==> src/rtl/la_pkg.sv <==
// Shared types and helpers for the logic-analyser capture sequencer.
package la_pkg;

    typedef enum logic [2:0] {
        ST_IDLE,
        ST_PRE,
        ST_WAIT,
        ST_POST,
        ST_READ,
        ST_FLUSH
    } la_state_t;

    localparam int LA_ADDR_WIDTH = 12;
    localparam int DEPTH         = 2 ** LA_ADDR_WIDTH;

    // Total length is forced into [1, depth]; zero still captures the trigger sample.
    function automatic logic [31:0] clamp_total(input logic [31:0] len, input logic [31:0] depth);
        logic [31:0] t;
        t = (len > depth) ? depth : len;
        return (t == 32'd0) ? 32'd1 : t;
    endfunction

    function automatic logic [31:0] clamp_pre(input logic [31:0] pre, input logic [31:0] total);
        return (pre > total - 32'd1) ? total - 32'd1 : pre;
    endfunction

endpackage

==> src/rtl/la_capture_ctrl_if.sv <==
// Bundle of the sample-FIFO control/status signals; the sequencer is the master.
interface la_fifo_if #(
    parameter int ADDR_WIDTH = 12,
    parameter int DATA_WIDTH = 8
);
    logic                  fifo_wen;
    logic [DATA_WIDTH-1:0] fifo_din;
    logic                  fifo_ren;
    logic [ADDR_WIDTH:0]   fifo_level;
    logic                  fifo_alfull;
    logic                  fifo_empty;
    logic                  fifo_full;
    logic [DATA_WIDTH-1:0] fifo_dout;

    modport master (
        output fifo_wen, fifo_din, fifo_ren, fifo_level,
        input  fifo_alfull, fifo_empty, fifo_full, fifo_dout
    );

    modport slave (
        input  fifo_wen, fifo_din, fifo_ren, fifo_level,
        output fifo_alfull, fifo_empty, fifo_full, fifo_dout
    );
endinterface

==> src/rtl/la_rd_port.sv <==
// Host read handshake over the FIFO: one pop per accepted request, registered data.
// In flush mode it pops every non-empty cycle and never raises rd_valid.
module la_rd_port #(
    parameter int DATA_WIDTH = 8
) (
    input  logic                  clk,
    input  logic                  rst_n,
    input  logic                  read_en,
    input  logic                  flush_en,
    input  logic                  rd_req,
    input  logic                  fifo_empty,
    input  logic [DATA_WIDTH-1:0] fifo_dout,
    output logic                  pop,
    output logic                  outstanding,
    output logic                  rd_valid,
    output logic [DATA_WIDTH-1:0] rd_data
);

    logic host_pend;

    assign pop = !fifo_empty && ((read_en && rd_req && !outstanding) || flush_en);

    // A host read is only delivered if the port is still in read mode when the data lands.
    always_ff @(posedge clk or negedge rst_n) begin
        if (!rst_n) begin
            outstanding <= 1'b0;
            host_pend   <= 1'b0;
            rd_valid    <= 1'b0;
            rd_data     <= '0;
        end else begin
            outstanding <= pop;
            host_pend   <= pop && read_en;
            rd_valid    <= host_pend && read_en;
            if (host_pend && read_en) begin
                rd_data <= fifo_dout;
            end
        end
    end

endmodule

==> src/rtl/la_capture_ctrl.sv <==
// Capture sequencer: fills the sample FIFO with pre-trigger history, the trigger
// sample and post-trigger samples, then drains it through the host read port.
module la_capture_ctrl
    import la_pkg::*;
#(
    parameter int ADDR_WIDTH = LA_ADDR_WIDTH,
    parameter int DATA_WIDTH = 8
) (
    input  logic                  clk,
    input  logic                  rst_n,
    input  logic                  arm,
    input  logic                  abort,
    input  logic [ADDR_WIDTH:0]   pre_len,
    input  logic [ADDR_WIDTH:0]   total_len,
    input  logic                  sample_en,
    input  logic [DATA_WIDTH-1:0] sample_din,
    input  logic                  trig_hit,
    la_fifo_if.master             fifo,
    input  logic                  rd_req,
    output logic                  rd_valid,
    output logic [DATA_WIDTH-1:0] rd_data,
    output logic                  busy,
    output logic                  triggered,
    output logic                  done,
    output logic [ADDR_WIDTH:0]   trig_pos,
    output logic                  overflow
);

    localparam int CW = ADDR_WIDTH + 1;
    localparam logic [CW-1:0] FIFO_DEPTH = CW'(2 ** ADDR_WIDTH);

    la_state_t     state, state_nxt;
    logic [CW-1:0] t_len, p_len, occ, wcnt;
    logic [CW-1:0] t_arm, p_arm;
    logic          arm_go, abort_go, sample_ok;
    logic          want_wen, want_pop, trig_fire;
    logic          cap_pop, rd_pop, rd_outstanding;
    logic          read_en, flush_en;

    assign t_arm     = CW'(clamp_total(32'(total_len), 32'(FIFO_DEPTH)));
    assign p_arm     = CW'(clamp_pre(32'(pre_len), 32'(t_arm)));
    assign abort_go  = abort && (state != ST_IDLE);
    assign arm_go    = arm && !abort && (state == ST_IDLE);
    assign sample_ok = sample_en && !abort;

    // The trigger sample itself may complete the capture when P = T-1 (T = 1 included).
    always_comb begin
        state_nxt = state;
        want_wen  = 1'b0;
        want_pop  = 1'b0;
        trig_fire = 1'b0;
        if (abort_go) begin
            state_nxt = ST_FLUSH;
        end else begin
            case (state)
                ST_IDLE: begin
                    if (arm_go) state_nxt = (p_arm != '0) ? ST_PRE : ST_WAIT;
                end
                ST_PRE: begin
                    if (sample_ok) begin
                        want_wen = 1'b1;
                        if (occ + CW'(1) == p_len) state_nxt = ST_WAIT;
                    end
                end
                ST_WAIT: begin
                    if (sample_ok && trig_hit) begin
                        want_wen  = 1'b1;
                        trig_fire = 1'b1;
                        state_nxt = (p_len + CW'(1) == t_len) ? ST_READ : ST_POST;
                    end else if (sample_ok && p_len != '0) begin
                        want_wen = 1'b1;
                        want_pop = 1'b1;
                    end
                end
                ST_POST: begin
                    if (sample_ok) begin
                        want_wen = 1'b1;
                        if (p_len + wcnt + CW'(1) == t_len) state_nxt = ST_READ;
                    end
                end
                ST_READ, ST_FLUSH: begin
                    if (fifo.fifo_empty && !rd_outstanding) state_nxt = ST_IDLE;
                end
                default: state_nxt = ST_IDLE;
            endcase
        end
    end

    assign cap_pop  = want_pop && !fifo.fifo_full && !fifo.fifo_empty;
    assign read_en  = (state == ST_READ) && !abort;
    assign flush_en = (state == ST_FLUSH);

    assign fifo.fifo_wen   = want_wen && !fifo.fifo_full;
    assign fifo.fifo_ren   = cap_pop || rd_pop;
    assign fifo.fifo_din   = sample_din;
    assign fifo.fifo_level = p_len;

    always_ff @(posedge clk or negedge rst_n) begin
        if (!rst_n) begin
            state     <= ST_IDLE;
            t_len     <= '0;
            p_len     <= '0;
            occ       <= '0;
            wcnt      <= '0;
            triggered <= 1'b0;
            overflow  <= 1'b0;
        end else begin
            state <= state_nxt;
            if (arm_go) begin
                t_len     <= t_arm;
                p_len     <= p_arm;
                occ       <= '0;
                wcnt      <= '0;
                triggered <= 1'b0;
                overflow  <= 1'b0;
            end else begin
                if (fifo.fifo_wen && !fifo.fifo_ren) begin
                    occ <= occ + CW'(1);
                end else if (!fifo.fifo_wen && fifo.fifo_ren) begin
                    occ <= occ - CW'(1);
                end
                if (trig_fire) begin
                    triggered <= 1'b1;
                    wcnt      <= CW'(1);
                end else if (state == ST_POST && fifo.fifo_wen) begin
                    wcnt <= wcnt + CW'(1);
                end
                if (want_wen && fifo.fifo_full) overflow <= 1'b1;
                if (abort_go) begin
                    triggered <= 1'b0;
                    wcnt      <= '0;
                end
            end
        end
    end

    la_rd_port #(.DATA_WIDTH(DATA_WIDTH)) u_rd_port (
        .clk         (clk),
        .rst_n       (rst_n),
        .read_en     (read_en),
        .flush_en    (flush_en),
        .rd_req      (rd_req),
        .fifo_empty  (fifo.fifo_empty),
        .fifo_dout   (fifo.fifo_dout),
        .pop         (rd_pop),
        .outstanding (rd_outstanding),
        .rd_valid    (rd_valid),
        .rd_data     (rd_data)
    );

    assign busy     = (state == ST_PRE) || (state == ST_WAIT) || (state == ST_POST) || (state == ST_FLUSH);
    assign done     = (state == ST_READ);
    assign trig_pos = p_len;

    // While sliding the pre-trigger window the FIFO must sit at its threshold.
    wait_alfull_chk: assert property (@(posedge clk) disable iff (!rst_n)
        (state == ST_WAIT && p_len != '0) |-> fifo.fifo_alfull);

endmodule
==> src/flat_wrapper.sv <==
// flat-port wrapper written by rule: the top's interface ports become plain ports
module la_capture_ctrl_flat import la_pkg::*;
#(
    parameter int ADDR_WIDTH = LA_ADDR_WIDTH,
    parameter int DATA_WIDTH = 8
)
  (clk, rst_n, arm, abort, pre_len, total_len, sample_en, sample_din, trig_hit, rd_req, rd_valid, rd_data, busy, triggered, done, trig_pos, overflow, fifo_fifo_wen, fifo_fifo_din, fifo_fifo_ren, fifo_fifo_level, fifo_fifo_alfull, fifo_fifo_empty, fifo_fifo_full, fifo_fifo_dout);
  la_fifo_if #(.ADDR_WIDTH(ADDR_WIDTH), .DATA_WIDTH(DATA_WIDTH)) fifo_i ();
  input  logic clk;
  input  logic rst_n;
  input  logic arm;
  input  logic abort;
  input  logic [ADDR_WIDTH:0] pre_len;
  input  logic [ADDR_WIDTH:0] total_len;
  input  logic sample_en;
  input  logic [DATA_WIDTH-1:0] sample_din;
  input  logic trig_hit;
  input  logic rd_req;
  output logic rd_valid;
  output logic [DATA_WIDTH-1:0] rd_data;
  output logic busy;
  output logic triggered;
  output logic done;
  output logic [ADDR_WIDTH:0] trig_pos;
  output logic overflow;
  output wire logic [$bits(fifo_i.fifo_wen)-1:0] fifo_fifo_wen;
  output wire logic [$bits(fifo_i.fifo_din)-1:0] fifo_fifo_din;
  output wire logic [$bits(fifo_i.fifo_ren)-1:0] fifo_fifo_ren;
  output wire logic [$bits(fifo_i.fifo_level)-1:0] fifo_fifo_level;
  input wire logic [$bits(fifo_i.fifo_alfull)-1:0] fifo_fifo_alfull;
  input wire logic [$bits(fifo_i.fifo_empty)-1:0] fifo_fifo_empty;
  input wire logic [$bits(fifo_i.fifo_full)-1:0] fifo_fifo_full;
  input wire logic [$bits(fifo_i.fifo_dout)-1:0] fifo_fifo_dout;
  assign fifo_fifo_wen = fifo_i.fifo_wen;
  assign fifo_fifo_din = fifo_i.fifo_din;
  assign fifo_fifo_ren = fifo_i.fifo_ren;
  assign fifo_fifo_level = fifo_i.fifo_level;
  assign fifo_i.fifo_alfull = fifo_fifo_alfull;
  assign fifo_i.fifo_empty = fifo_fifo_empty;
  assign fifo_i.fifo_full = fifo_fifo_full;
  assign fifo_i.fifo_dout = fifo_fifo_dout;
  la_capture_ctrl #(.ADDR_WIDTH(ADDR_WIDTH), .DATA_WIDTH(DATA_WIDTH)) u_core (.clk(clk), .rst_n(rst_n), .arm(arm), .abort(abort), .pre_len(pre_len), .total_len(total_len), .sample_en(sample_en), .sample_din(sample_din), .trig_hit(trig_hit), .fifo(fifo_i), .rd_req(rd_req), .rd_valid(rd_valid), .rd_data(rd_data), .busy(busy), .triggered(triggered), .done(done), .trig_pos(trig_pos), .overflow(overflow));
endmodule
==> config.mk <==
export PLATFORM = sky130hd
export DESIGN_NAME = la_capture_ctrl_flat
export DESIGN_NICKNAME = d
export VERILOG_FILES = /design/src/rtl/la_pkg.sv /design/src/rtl/la_capture_ctrl_if.sv /design/src/rtl/la_rd_port.sv /design/src/rtl/la_capture_ctrl.sv /design/src/flat_wrapper.sv
export SDC_FILE = /design/constraint.sdc
export NUM_CORES = 1
export LEC_CHECK = 0
export CELL_PAD_IN_SITES_DETAIL_PLACEMENT = 0
export CELL_PAD_IN_SITES_GLOBAL_PLACEMENT = 1
export CORE_MARGIN = 8
export CORE_UTILIZATION = 40
export CTS_CLUSTER_SIZE = 16
export DETAILED_ROUTE_END_ITERATION = 8
export MAX_ROUTING_LAYER = met4
export PLACE_DENSITY = 0.89
export SYNTH_ARGS = -nofsm -noshare
export SYNTH_HDL_FRONTEND = slang
export SYNTH_SLANG_ARGS = --single-unit
==> constraint.sdc <==
create_clock -name clk -period 4.5 [get_ports clk]
set_clock_uncertainty 0.15 [all_clocks]
set_input_delay 0.9 -clock clk [delete_from_list [all_inputs] [get_ports clk]]
set_output_delay 0.9 -clock clk [all_outputs]
set_load 0.005 [all_outputs]
==> metrics.txt <==
Root Buffer sky130_fd_sc_hd__clkbuf_16; Final TNS setup 0 ps; sequential share of power 30.6%; vias in the first global route 5439; Critical Path End Type flip-flop; start-to-end type of the worst setup path primary input to flip-flop; per-instance average area after synthesis 7.80 µm²; CTS tree yes; number of synthesized flops with an enable pin 0; number of nets with antenna violations after detailed routing 0; RePlAce Congestion 0.895; width of the chip 137 µm; count of standard-cell rows 44; height of the chip 137 µm; max-capacitance violation count 0; wire length of the first global-routing pass around 27000 µm; warning count from the yosys run 0; routed length per placed instance ~16 µm; internal power contribution 2230 µW; clock latency at the later pin of the worst-skew pair 340 ps; instance count after placement with tap cells included roughly 1.0k; DRC 0; peak fanout along the critical path 7; most used flip-flop cell after synthesis sky130_fd_sc_hd__dfrtp_1; Antenna diodes 0; most numerous cell types in the synthesized netlist sky130_fd_sc_hd__nand2_1, sky130_fd_sc_hd__dfrtp_1, sky130_fd_sc_hd__nor2_1, sky130_fd_sc_hd__a21oi_1, sky130_fd_sc_hd__xnor2_1; violation count after the first detailed-routing iteration 380; result of the run finished clean; share of synthesized area occupied by flip-flops and latches 28.8%; maximum clock path buffer count 2; Final Max Slew Viols 0; number of register bits inferred by synthesis 68; final period utilization 98.4%; largest vdd supply drop 0.193 mV; Synth Net Count 842; crit path setup slack, layout 71.0 ps; layout cell share with drive strength beyond 1 11.1%; Max Clk Rate 226 MHz; Sinks on Clock Net 68; clock share of power roughly a fifth; Syn Std Cell Area 5900 µm²; layout overhead on the synthesized area 25.3%; Inserted Clock Buffers 9; number of hold-slack violations in the final timing report 0; power density relative to cell area 515 nW/µm²; number of library cell types mapped by synthesis 71; Post-Synthesis Cells 757; required time reported for the critical path endpoint roughly 4600 ps; crit start category primary input; number of antenna violations at the first check in global routing 0; post-detail-place hpwl 12700 µm; ports placed on the boundary 101; iteration count of the initial detailed-routing pass 5; Lkg Pwr 0.00314 µW; final routed wirelength across all metal layers 16700 µm; part of the power in combinational logic roughly 50%; final setup vio count 0; fraction of synthesized cell area taken by the top area cell type ~29%; htree depth 3; DR vias/cell 5.58; number of vias after detailed routing 5719; arrival time worst endpoint 4500 ps; standard cell core area 14500 µm²; quantity of I/O buffers inserted on ports 83; net switching fraction of the power 41.3%; Post CTS Setup Buffer Count 0; sum of overflow across all layers after global routing 0; final hold slack 319 ps; largest net degree at the start of global routing 48; Layout Cells excl Fill 1025; effective utilization at floorplan 40.8%; overall power 3810 µW; Clock Pin Slew Worst Setup and Hold Paths 60 ps; final worst path period need 4430 ps; overall die area 18900 µm²; total global routing track utilization 18.5%; pre-CTS setup slack -289 ps; share of async-settable or async-resettable flops after synthesis 100%; top cell type by total area after synthesis sky130_fd_sc_hd__dfrtp_1; classification of the worst-slack hold path flip-flop to flip-flop; top-count cell post-synth sky130_fd_sc_hd__nand2_1; relative max-transition margin 58.4%; transition time at the pin with the least slew margin 625 ps; largest cells by area after synthesis sky130_fd_sc_hd__dfrtp_1, sky130_fd_sc_hd__ha_1, sky130_fd_sc_hd__nand2_1, sky130_fd_sc_hd__xnor2_1, sky130_fd_sc_hd__xor2_1; net switching component of the power 1570 µW; Total Nets Final 921
## registers in the layout (all words and copies together), names as in the netlist
name and count:
u_core.fifo.fifo_level 13, u_core.occ 13, u_core.t_len 13, u_core.wcnt 13, u_core.u_rd_port.rd_data 8, u_core.state 3
u_core.overflow 1, u_core.triggered 1, u_core.u_rd_port.host_pend 1, u_core.u_rd_port.outstanding 1, u_core.u_rd_port.rd_valid 1
## area by class of cell
class,instances,area [µm²]
fill,1372,7080
multi-input combinational,591,3820
sequential,68,1700
timing repair buffer,133,1210
tap,184,230
clock buffer,9,225
inverter,33,124
clock inverter,7,91.3
## critical path, stage by stage
cell and delay (ps):
sky130_fd_sc_hd__clkdlybuf4s50_1 420, sky130_fd_sc_hd__or4_4 520, sky130_fd_sc_hd__buf_4 160, sky130_fd_sc_hd__or3_4 360, sky130_fd_sc_hd__o311ai_4 230, sky130_fd_sc_hd__buf_4 170
sky130_fd_sc_hd__inv_1 50, sky130_fd_sc_hd__ha_1 280, sky130_fd_sc_hd__nand3_1 70, sky130_fd_sc_hd__nand2_1 60, sky130_fd_sc_hd__a211o_1 280, sky130_fd_sc_hd__o31ai_4 460
sky130_fd_sc_hd__mux2i_1 170, sky130_fd_sc_hd__o21ba_1 200, sky130_fd_sc_hd__o32a_1 170
## logic make-up (layout without fill, tap and decap cells)
logic type	after synthesis	count (layout)	share of synthesized area [%]
AO/OA/AOI/OAI	165	165	18.2
XOR/XNOR	74	74	11.0
adder cells (fa/ha/maj)	34	34	7.29
buffers and inverters	98	182	7.97
flip-flops	68	68	28.8
multiplexers	5	5	0.869
AND/OR/NAND/NOR	313	313	25.9
## cell usage in the layout (no fill, tap or decap), types with 3 or more instances in the layout
cell type / synthesis / final
sky130_fd_sc_hd__dfrtp_1: 68 / 68
sky130_fd_sc_hd__clkdlybuf4s50_1: 0 / 81
sky130_fd_sc_hd__xnor2_1: 43 / 43
sky130_fd_sc_hd__o211ai_1: 9 / 9
sky130_fd_sc_hd__clkbuf_16: 0 / 9
sky130_fd_sc_hd__and3_1: 9 / 9
sky130_fd_sc_hd__o21ai_1: 17 / 17
sky130_fd_sc_hd__nand2b_1: 5 / 5
sky130_fd_sc_hd__and2_1: 3 / 3
sky130_fd_sc_hd__nor3_1: 20 / 20
sky130_fd_sc_hd__or2_2: 3 / 3
sky130_fd_sc_hd__a21oi_2: 0 / 3
sky130_fd_sc_hd__or4_1: 3 / 3
sky130_fd_sc_hd__nand3_1: 21 / 21
sky130_fd_sc_hd__o31ai_1: 7 / 6
sky130_fd_sc_hd__or3_1: 12 / 12
sky130_fd_sc_hd__nor4_1: 19 / 17
sky130_fd_sc_hd__mux2i_1: 4 / 3
sky130_fd_sc_hd__clkinv_2: 0 / 3
sky130_fd_sc_hd__ha_1: 32 / 30
sky130_fd_sc_hd__o21a_1: 6 / 6
sky130_fd_sc_hd__buf_4: 21 / 46
sky130_fd_sc_hd__nand4_1: 17 / 17
sky130_fd_sc_hd__o41ai_1: 4 / 4
sky130_fd_sc_hd__buf_2: 7 / 3
sky130_fd_sc_hd__a31oi_1: 7 / 7
sky130_fd_sc_hd__nand3b_1: 3 / 3
sky130_fd_sc_hd__a2111oi_0: 3 / 3
sky130_fd_sc_hd__nor2b_1: 10 / 10
sky130_fd_sc_hd__nand4b_1: 3 / 3
sky130_fd_sc_hd__and4_1: 4 / 4
sky130_fd_sc_hd__o21ai_0: 34 / 34
sky130_fd_sc_hd__a21o_1: 4 / 4
sky130_fd_sc_hd__nor2_1: 67 / 67
sky130_fd_sc_hd__inv_1: 31 / 30
sky130_fd_sc_hd__a311oi_1: 3 / 3
sky130_fd_sc_hd__xor2_1: 31 / 31
sky130_fd_sc_hd__nand2_1: 105 / 105
sky130_fd_sc_hd__a21oi_1: 44 / 41
## routing by layer
metal | global-route usage [%] | vias to the layer above | wire [µm]
met2 | 27.4 | 165 | 7350
met4 | 7.85 | 0 | 456
met3 | 2.19 | 31 | 906
li1 | - | 2821 | -
met1 | 25.1 | 2702 | 7940
met5 | - | - | 0
## final timing paths
path	start	endpoint	slack (ps)	cells past startpoint
min reg2reg	u_core.u_rd_port.rd_data[3]	u_core.u_rd_port.rd_data[3]	320	2
max reg2reg	u_core.wcnt[0]	u_core.state[0]	710	11
max	total_len[3]	u_core.state[1]	70	15
max in group asynchronous	rst_n	u_core.t_len[6]	2800	2
min in group asynchronous	rst_n	u_core.u_rd_port.rd_data[4]	430	1
min	u_core.u_rd_port.rd_data[3]	u_core.u_rd_port.rd_data[3]	320	2
## per-stage QoR
| step | instance area, µm² | utilization [%] |
|---|---|---|
| 4_1_cts | 7310 | 50.5 |
| 3_3_place_gp | 6990 | 48.3 |
| 6_report | 7400 | 51.1 |
| 2_1_floorplan | 5940 | - |
| 5_1_grt | 7400 | 51.1 |
| 3_5_place_dp | 6990 | 48.3 |
## power groups by stage
stage / sequential, µW / combinational [µW] / clock (µW)
finish: 1160 / 1890 / 754
global route: 1200 / 2100 / 790
CTS: 1160 / 1880 / 763
detailed placement: 1170 / 1860 / 0
global placement: 1160 / 1830 / 0
floorplan: 965 / 1430 / 0
## what timing repair did
item                                    4_1_cts  5_1_grt
endpoints found under the setup margin        0       15
hold buffers                                  0        0
gates resized for setup                       0       16
No activity file was read; power rests on OpenSTA's default activity.
